--- config.mk ---
export PLATFORM = sky130hd
export DESIGN_NAME = lane_note_renderer
export DESIGN_NICKNAME = d
export VERILOG_FILES = /design/src/rtl/lane_note_renderer.sv
export SDC_FILE = /design/constraint.sdc
export NUM_CORES = 1
export LEC_CHECK = 0
export CORE_MARGIN = 5
export CORE_UTILIZATION = 45
export CTS_CLUSTER_SIZE = 24
export DETAILED_ROUTE_END_ITERATION = 7
export GPL_ROUTABILITY_DRIVEN = 0
export MAX_ROUTING_LAYER = met4
export PLACE_DENSITY_LB_ADDON = 0.1
export SYNTH_ARGS = -nofsm -noshare
export SYNTH_HDL_FRONTEND = slang
export SYNTH_SLANG_ARGS = --single-unit
--- constraint.sdc ---
create_clock -name clk_lcd -period 4.6 [get_ports clk_lcd]
set_input_delay 0.46 -clock clk_lcd [delete_from_list [all_inputs] [get_ports clk_lcd]]
set_output_delay 0.46 -clock clk_lcd [all_outputs]
set_load 0.01 [all_outputs]
--- src/rtl/lane_note_renderer.sv ---
// Multi-lane falling-note overlay for the 480x272 LCD pixel stream: note state per lane,
// frame-rate advance, hit flash, and a two-stage colour pipeline. Optional track drawing via LANE_TRACK_EN.
module lane_note_renderer #(
  parameter int LANES        = 4,
  parameter int H_W          = 10,
  parameter int V_W          = 9,
  parameter int LANE_X0      = 40,
  parameter int LANE_PITCH   = 100,
  parameter int BAR_W        = 20,
  parameter int NOTE_H       = 16,
  parameter int V_ACTIVE     = 272,
  parameter int SPEED        = 2,
  parameter int FLASH_FRAMES = 8,
  parameter int COLOR_W      = 1,
  localparam int LW          = (LANES > 1) ? $clog2(LANES) : 1
) (
  input  logic               clk_lcd,
  input  logic               rst_n,
  input  logic               flagh,
  input  logic               flagv,
  input  logic               rgb_en,
  input  logic [H_W-1:0]     hcount_reg,
  input  logic [V_W-1:0]     Vcount_reg,
  input  logic [H_W-1:0]     offset,
  input  logic               note_valid,
  output logic               note_ready,
  input  logic [LW-1:0]      note_lane,
  input  logic [LANES-1:0]   hit,
  output logic [LANES-1:0]   miss,
  output logic [COLOR_W-1:0] data_RED,
  output logic [COLOR_W-1:0] data_GREEN,
  output logic [COLOR_W-1:0] data_BLUE
);

  localparam int FL_W = $clog2(FLASH_FRAMES + 1);
  localparam int XW   = H_W + 2;

  logic [LANES-1:0] active;
  logic [V_W-1:0]   y     [LANES];
  logic [FL_W-1:0]  flash [LANES];
  logic [V_W:0]     y_adv [LANES];
  logic             flagv_q;
  logic             frame_tick;
  logic             lane_ok;
  logic             spawn;

  // Handshake: a note transfers on any clock where note_valid && note_ready;
  // ready is low exactly while the addressed lane still holds a note.
  assign lane_ok    = ({1'b0, note_lane} < (LW + 1)'(LANES));
  assign note_ready = lane_ok && !active[note_lane];
  assign spawn      = note_valid && note_ready;
  assign frame_tick = flagv_q && !flagv;

  always_comb begin
    for (int i = 0; i < LANES; i++) begin
      y_adv[i] = {1'b0, y[i]} + (V_W + 1)'(SPEED);
    end
  end

  always_ff @(posedge clk_lcd) begin
    if (!rst_n) begin
      active  <= '0;
      miss    <= '0;
      flagv_q <= 1'b0;
      for (int i = 0; i < LANES; i++) begin
        y[i]     <= '0;
        flash[i] <= '0;
      end
    end else begin
      flagv_q <= flagv;
      miss    <= '0;
      for (int i = 0; i < LANES; i++) begin
        // A hit on a live note takes precedence over that lane's frame advance.
        if (hit[i] && active[i]) begin
          active[i] <= 1'b0;
          flash[i]  <= FL_W'(FLASH_FRAMES);
        end else begin
          if (frame_tick && (flash[i] != '0)) begin
            flash[i] <= flash[i] - 1'b1;
          end
          if (frame_tick && active[i]) begin
            if (y_adv[i] >= (V_W + 1)'(V_ACTIVE)) begin
              active[i] <= 1'b0;
              miss[i]   <= 1'b1;
            end else begin
              y[i] <= y_adv[i][V_W-1:0];
            end
          end
        end
      end
      if (spawn) begin
        active[note_lane] <= 1'b1;
        y[note_lane]      <= '0;
      end
    end
  end

  logic [COLOR_W-1:0] col_r, col_g, col_b;
  logic               found;
  logic [XW-1:0]      x_pix, x_lo;
  logic [V_W:0]       v_pix, y_lo;
  logic               in_col, in_row;

  // The lowest-index lane whose column covers the pixel owns its colour.
  always_comb begin
    col_r  = '0;
    col_g  = '0;
    col_b  = '0;
    found  = 1'b0;
    x_pix  = {2'b00, hcount_reg};
    v_pix  = {1'b0, Vcount_reg};
    x_lo   = '0;
    y_lo   = '0;
    in_col = 1'b0;
    in_row = 1'b0;
    for (int i = 0; i < LANES; i++) begin
      x_lo   = XW'(LANE_X0) + XW'(i * LANE_PITCH) + {2'b00, offset};
      y_lo   = {1'b0, y[i]};
      in_col = (x_pix >= x_lo) && (x_pix < x_lo + XW'(BAR_W));
      in_row = active[i] && (v_pix >= y_lo) && (v_pix < y_lo + (V_W + 1)'(NOTE_H));
      if (!found && in_col) begin
        found = 1'b1;
        if (in_row) begin
          col_r = '1;
          col_g = '1;
          col_b = '1;
        end else if (flash[i] != '0) begin
          col_g = '1;
        end else begin
`ifdef LANE_TRACK_EN
          col_b = '1;
`else
          col_b = '0;
`endif
        end
      end
    end
  end

  logic [COLOR_W-1:0] pix_r, pix_g, pix_b;

  always_ff @(posedge clk_lcd) begin
    if (!rst_n) begin
      pix_r      <= '0;
      pix_g      <= '0;
      pix_b      <= '0;
      data_RED   <= '0;
      data_GREEN <= '0;
      data_BLUE  <= '0;
    end else begin
      pix_r <= (flagh && flagv) ? col_r : '0;
      pix_g <= (flagh && flagv) ? col_g : '0;
      pix_b <= (flagh && flagv) ? col_b : '0;
      if (rgb_en) begin
        data_RED   <= pix_r;
        data_GREEN <= pix_g;
        data_BLUE  <= pix_b;
      end
    end
  end

endmodule

# After elaboration in Yosys (flattened, before gate mapping)
# Memory sizes are Yosys's and may differ from the RTL's.
# Cells that the tools add are included.
[word_totals]
reg_bits = 15
ramBits = 52
input_bits = 41
output_inout_bits = 8
n_memories = 2
[mem_list]
columns = ["name", "words", "width", "read_ports", "rd_ports_with_merged_regs", "wr", "line", "text"]
rows = [
  ["y", 4, 9, 4, 0, 5, "39", "logic [V_W-1:0] y [LANES];"],
  ["flash", 4, 4, 4, 0, 4, "40", "logic [FL_W-1:0] flash [LANES];"],
]
[op_classes]
addsub = 20
order_cmp = 22
mux = 121
n_bitwise = 18
reduce_logical = 45
[ops]
columns = ["operator", "n"]
rows = [
  ["$mux W1", 106],
  ["$add A11 B5 Y12 const B", 4],
  ["$lt A10 B12 Y1", 4],
  ["$ge A10 B11 Y1", 4],
  ["$add A9 B2 Y10 const B", 4],
  ["$add A9 B5 Y10 const B", 4],
  ["$ge A10 B9 Y1 const B", 4],
  ["$lt A9 B10 Y1", 4],
  ["$ge A9 B9 Y1", 4],
  ["$mux W4", 9],
  ["$mux W9", 4],
  ["$logic_and A1 B1 Y1", 31],
  ["$add A8 B10 Y11 const A", 2],
  ["$reduce_bool A4 Y1", 4],
  ["$sub A4 B1 Y4 const B", 4],
  ["$or A1 B1 Y1", 12],
  ["$reduce_or A3 Y1", 4],
  ["$add A6 B10 Y11 const A", 1],
  ["$add A9 B10 Y11 const A", 1],
  ["$logic_not A1 Y1", 5],
  ["$not A1 Y1", 5],
  ["$or A4 B4 Y4", 1],
  ["$lt A2 B3 Y1 const B", 1],
  ["$bmux W1 S2", 1],
  ["other kinds (3)", 3],
]

# Logic depth before layout (Yosys ltp)
# An unclocked memory read counts as a cell.
[depth]
word_depth = 15
ltp_mapped = 18
depth_no_buf = 17

# Worst setup path before layout
# Ideal clock, no wire load.
[synth_timing]
path_kind = "input-to-reg"
start = "input port offset[4]"
end = "register pix_g"
setup_ps = 75
arrival_time_ps = 3376
path_slack_ps = 1149
cell_stages = 14
n_path_buf = 1
cell_sequence = "buf_2 -> inv_1 -> ha_1 -> xnor2_1 -> xnor2_1 -> ha_1 -> a21o_1 -> a2111oi_0 -> a32oi_1 -> o21ai_1 -> nand3_1 -> or4_1 -> o21a_1 -> o22ai_1"
[synth_via]
elab_chain_cells = 14
elab_cells_between_ends = 39
[synth_lines]
columns = ["element", "line", "text"]
rows = [
  ["start, declared", "24", "input logic [H_W-1:0] offset,"],
  ["$add A6 B10 Y11", "117", "x_lo = XW'(LANE_X0) + XW'(i * LANE_PITCH) + {2'b00, offset};"],
  ["$add A11 B5 Y12", "119", "in_col = (x_pix >= x_lo) && (x_pix < x_lo + XW'(BAR_W));"],
  ["$lt A10 B12 Y1", "119", ""],
  ["$logic_and A1 B1 Y1", "119", ""],
  ["$mux W1", "121", "if (!found && in_col) begin"],
  ["$mux W1 or $logic_not A1 Y1 (tied branches)", "127, 121", ""],
  ["$mux W1 or $logic_and A1 B1 Y1 (tied branches)", "123, 121", ""],
  ["$mux W1", "121", ""],
  ["$mux W1 or $logic_not A1 Y1 (tied branches)", "127, 121", ""],
  ["$mux W1 or $logic_and A1 B1 Y1 (tied branches)", "123, 121", ""],
  ["$mux W1", "121", ""],
  ["$mux W1 or $logic_not A1 Y1 (tied branches)", "127, 121", ""],
  ["$mux W1 or $logic_and A1 B1 Y1 (tied branches)", "123, 121", ""],
  ["$mux W1 (*)", "121", ""],
  ["end signal, assigned", "152", "pix_g <= (flagh && flagv) ? col_g : '0;"],
  ["end, declared", "140", "logic [COLOR_W-1:0] pix_r, pix_g, pix_b;"],
]
# Mark *: on every way between the ends. The rest lies on a longest branch, timed or not.
# A chain may end at the register's enable or synchronous reset.

# Worst setup path after layout
[layout_timing]
start = "input port offset[2]"
end = "register pix_b"
[layout_via]
elab_chain_cells = 14
elab_cells_between_ends = 39
[layout_lines]
columns = ["element", "line", "text"]
rows = [
  ["$add A6 B10 Y11", "117", ""],
  ["$add A11 B5 Y12", "119", ""],
  ["$lt A10 B12 Y1", "119", ""],
  ["$logic_and A1 B1 Y1", "119", ""],
  ["$mux W1", "121", ""],
  ["$mux W1 or $logic_not A1 Y1 (tied branches)", "127, 121", ""],
  ["$mux W1 or $logic_and A1 B1 Y1 (tied branches)", "123, 121", ""],
  ["$mux W1", "121", ""],
  ["$mux W1 or $logic_not A1 Y1 (tied branches)", "127, 121", ""],
  ["$mux W1 or $logic_and A1 B1 Y1 (tied branches)", "123, 121", ""],
  ["$mux W1", "121", ""],
  ["$mux W1 or $logic_not A1 Y1 (tied branches)", "127, 121", ""],
  ["$mux W1 or $logic_and A1 B1 Y1 (tied branches)", "123, 121", ""],
  ["$mux W1 (*)", "121", ""],
  ["end signal, assigned", "153", "pix_b <= (flagh && flagv) ? col_b : '0;"],
  ["end, declared", "140", ""],
]
# Marked as above.

==> Implementation_results.wiki <==
{| class="wikitable"
! Metric !! Value
|-
| Share of Yosys cell area claimed by the top area cell type || between 20% and 30%
|-
| Fmax || 244 MHz
|-
| Post-CTS setup repair buffer count || 0
|-
| Max H-tree Level || 3
|-
| Initial Util || a little under half
|-
| CP Capture Type || flop
|-
| Final worst-path cycle share || just under 90%
|-
| Share of the yosys chip area belonging to registers || about a fifth
|-
| Total Die Area || ~18000 um2
|-
| Number of antenna violations at the first check in global routing || 0
|-
| Crit path kind || in -> reg
|-
| Total Nets Final || about 1100
|-
| Die span in y || between 100 and 150 um
|-
| 1st-iter DRT viols || roughly 290
|-
| Number of top-level pins || slightly below 50
|-
| Width of the die || approximately 130 um
|-
| Number of CTS-inserted buffers || 9
|-
| DP Worst Slack || 0.227 ns
|-
| Outcome || completed
|-
| Wire per inst || approximately 16 um
|-
| Wire length of the first global-routing pass || approximately 29000 um
|-
| Slew @ Worst Pin || around 1.1 ns
|-
| Detailed-route via count || 6157
|-
| Number of input and output port buffers inserted || 48
|-
| Fill cell total of the finished layout || 1432
|-
| Antenna viol nets, final || 0
|-
| Number of cells on the worst reg-to-reg path || 12
|-
| Endpoints failing hold || 0
|-
| Time the worst path needs with I/O delays and setup || around 4 ns
|-
| Post-synthesis average cell area || 8.25 um2
|-
| Post-synth EDFFs || 16
|-
| Cts hold-fix bufs || 0
|-
| Cell depth of the worst hold path || 2
|-
| Combined area of the multi-input logic cells || 5150 um2
|-
| Endpoint arrival time on the critical path || around 4.4 ns
|-
| HPWL Detailed || 14100 um
|-
| Share of async-settable or async-resettable flops after synthesis || 0%
|-
| Row count || between 40 and 50
|-
| Detailed-route DRC error count || 0
|-
| Number of sinks driven by the clock tree || between 60 and 70
|-
| Clock root buffer || sky130_fd_sc_hd__clkbuf_16
|-
| Total power density per cell area || between 200 and 250 nW/um2
|-
| Total global-route track usage || around a fifth
|-
| Power Total || ~1.9 mW
|-
| Topmost layer with routed signal wires || met4
|-
| Metal3 WL || 853 um
|-
| Maximum clock skew at final layout || ~0.0051 ns
|-
| Clock tree from TritonCTS || built
|-
| Final setup TNS || 0 ns
|-
| Area growth from synthesis to layout || 15.1%
|-
| Proportion of layout cells with a drive suffix above 1 || under 10%
|-
| Synthesis-stage register bit count || 63
|-
| Cts repair resizes || 0
|-
| Vias in the first global route || 5925
|-
| Maximum resistive drop on vdd || approximately 0.16 mV
|-
| Tightest Hold Check Type || reg -> reg
|-
| Worst-path clk slew || about 0.060 ns
|-
| Total wire length after detailed routing || 17400 um
|-
| Number of nets in the synthesized netlist || between 1000 and 1500
|-
| Via density || around 5.7
|-
| Yosys cell types || 63
|-
| DRT Pass-1 Iters || 4
|-
| Met1 layer wirelength in the final routing || around 8600 um
|-
| Synth area leader || sky130_fd_sc_hd__ha_1
|-
| # diodes || 0
|-
| Ys flop type || sky130_fd_sc_hd__dfxtp_1
|-
| Area occupied by registers || approximately 1400 um2
|-
| Startpoint class of the critical path || input pin
|-
| Max-slew headroom || between 20 and 30%
|-
| Worst Path Required || slightly below 5 ns
|-
| Global route total overflow || 0
|-
| Worst Slack Setup Final || between 0.4 and 0.5 ns
|-
| Leak pwr || 3.30 nW
|-
| Synthesized area || 6910 um2
|-
| Commonest non-fill, non-tap cell in the layout || sky130_fd_sc_hd__ha_1
|-
| Clock latency of the later-clocked register in the worst-skew pair || ~0.33 ns
|-
| Maximum number of buffers from clock root to sink || 2
|-
| Setup repair after global routing missed its margin || no
|-
| Sum of met2 wire segment lengths after detailed routing || around 7700 um
|-
| Most used cells in the layout excluding fill and tap cells || sky130_fd_sc_hd__ha_1, sky130_fd_sc_hd__xnor2_1, sky130_fd_sc_hd__nor2_1
|-
| Core outline area || roughly 15000 um2
|-
| Top fanout value on the critical path || 11
|-
| Post-synthesis instance total || around 840
|-
| Setup-failing EPs final || 0
|-
| Yosys synthesis warning count || 0
|-
| Number of pins with negative max-slew slack in the final report || 0
|-
| Leading cell types by total area after synthesis || sky130_fd_sc_hd__ha_1, sky130_fd_sc_hd__dfxtp_1, sky130_fd_sc_hd__xnor2_1
|-
| Number of maximum-capacitance violations || 0
|-
| Maximum number of pins on one net before global-route repair || 19
|}
[cell usage after synthesis, drive strengths merged, types with 5 or more instances]
master,instances
ha,140
xnor2,82
nor2,79
inv,74
nand2,54
dfxtp,47
a21oi,45
o21ai,42
nand3,30
nor3,25
edfxtp,16
nand2b,16
xor2,16
nand4,13
nor2b,12
a21o,11
and3,10
buf,8
nand3b,8
o21a,8
or4,8
clkbuf,7
nor4,6
o211ai,6
a211oi,5
a31oi,5
and2,5
mux2i,5
nor3b,5
[worst max-delay path, stage by stage]
cell,delay [ns]
sky130_fd_sc_hd__clkdlybuf4s50_1,0.65
sky130_fd_sc_hd__ha_1,0.39
sky130_fd_sc_hd__xnor2_1,0.45
sky130_fd_sc_hd__nor2_1,0.12
sky130_fd_sc_hd__nor3_1,0.28
sky130_fd_sc_hd__nand2b_1,0.17
sky130_fd_sc_hd__ha_1,0.25
sky130_fd_sc_hd__a21o_1,0.18
sky130_fd_sc_hd__a2111oi_0,0.46
sky130_fd_sc_hd__o211ai_1,0.15
sky130_fd_sc_hd__a311oi_1,0.35
sky130_fd_sc_hd__nand3_1,0.13
sky130_fd_sc_hd__nand4_1,0.14
sky130_fd_sc_hd__and4_1,0.19
[kinds of logic (layout without fill, tap and decap cells)]
kind of cell | after synthesis | in the layout | synth area share, %
AND/OR/NAND/NOR | 280 | 280 | 20.2
flip-flops | 63 | 63 | 20.6
buffers and inverters | 89 | 148 | 5.01
adder cells (fa/ha/maj) | 140 | 140 | 25.3
AO/OA/AOI/OAI | 162 | 162 | 15.4
XOR/XNOR | 98 | 98 | 12.4
multiplexers | 6 | 6 | 1.05
[layout make-up]
type	count	area share, %
Tap cell	188	2.96
Clock buffer	9	2.83
Timing Repair Buffer	58	6.98
Inverter	74	3.49
Multi-Input combinational cell	686	64.7
Sequential cell	63	17.9
Clock inverter	7	1.21
[report_power, final]
part / switching [mW] / leakage, nW / internal, mW / total, mW
registers: 0.0117 / 0.548 / 0.583 / 0.595
clock network: 0.257 / 0.150 / 0.475 / 0.731
logic: 0.290 / 2.61 / 0.234 / 0.524
[state kept, by name, indices dropped and copies added, names as in the netlist]
register,flops
y,32
flash,16
active,4
miss,4
data_BLUE,1
data_GREEN,1
data_RED,1
flagv_q,1
pix_b,1
pix_g,1
pix_r,1
[metal layers]
metal  vias to the layer above  GRT usage [%]
met1                      2873           27.6
met3                        25           3.15
met5                         -              -
li1                       3114              -
met2                       145           31.2
met4                         0           4.51
[stage by stage]
stage / hold slack (ns) / cells / cell area [um2] / util (%)
finish: 0.498 / 1085 / 7960 / 52.5
global route: 0.529 / 1085 / 7960 / 52.5
CTS: 0.509 / 1085 / 7960 / 52.5
detailed placement: 0.495 / 1069 / 7640 / 50.4
global placement: 0.477 / 1069 / 7640 / 50.4
floorplan: 0.440 / 838 / 6910 / -
[worst paths after layout]
kind         startpoint   endpoint  slack, ns
max           offset[2]      pix_b       0.49
min           data_BLUE  data_BLUE       0.50
max reg2reg     y[3][4]      pix_b       1.73
min reg2reg   data_BLUE  data_BLUE       0.50
Power figures use the tool's default switching activity.
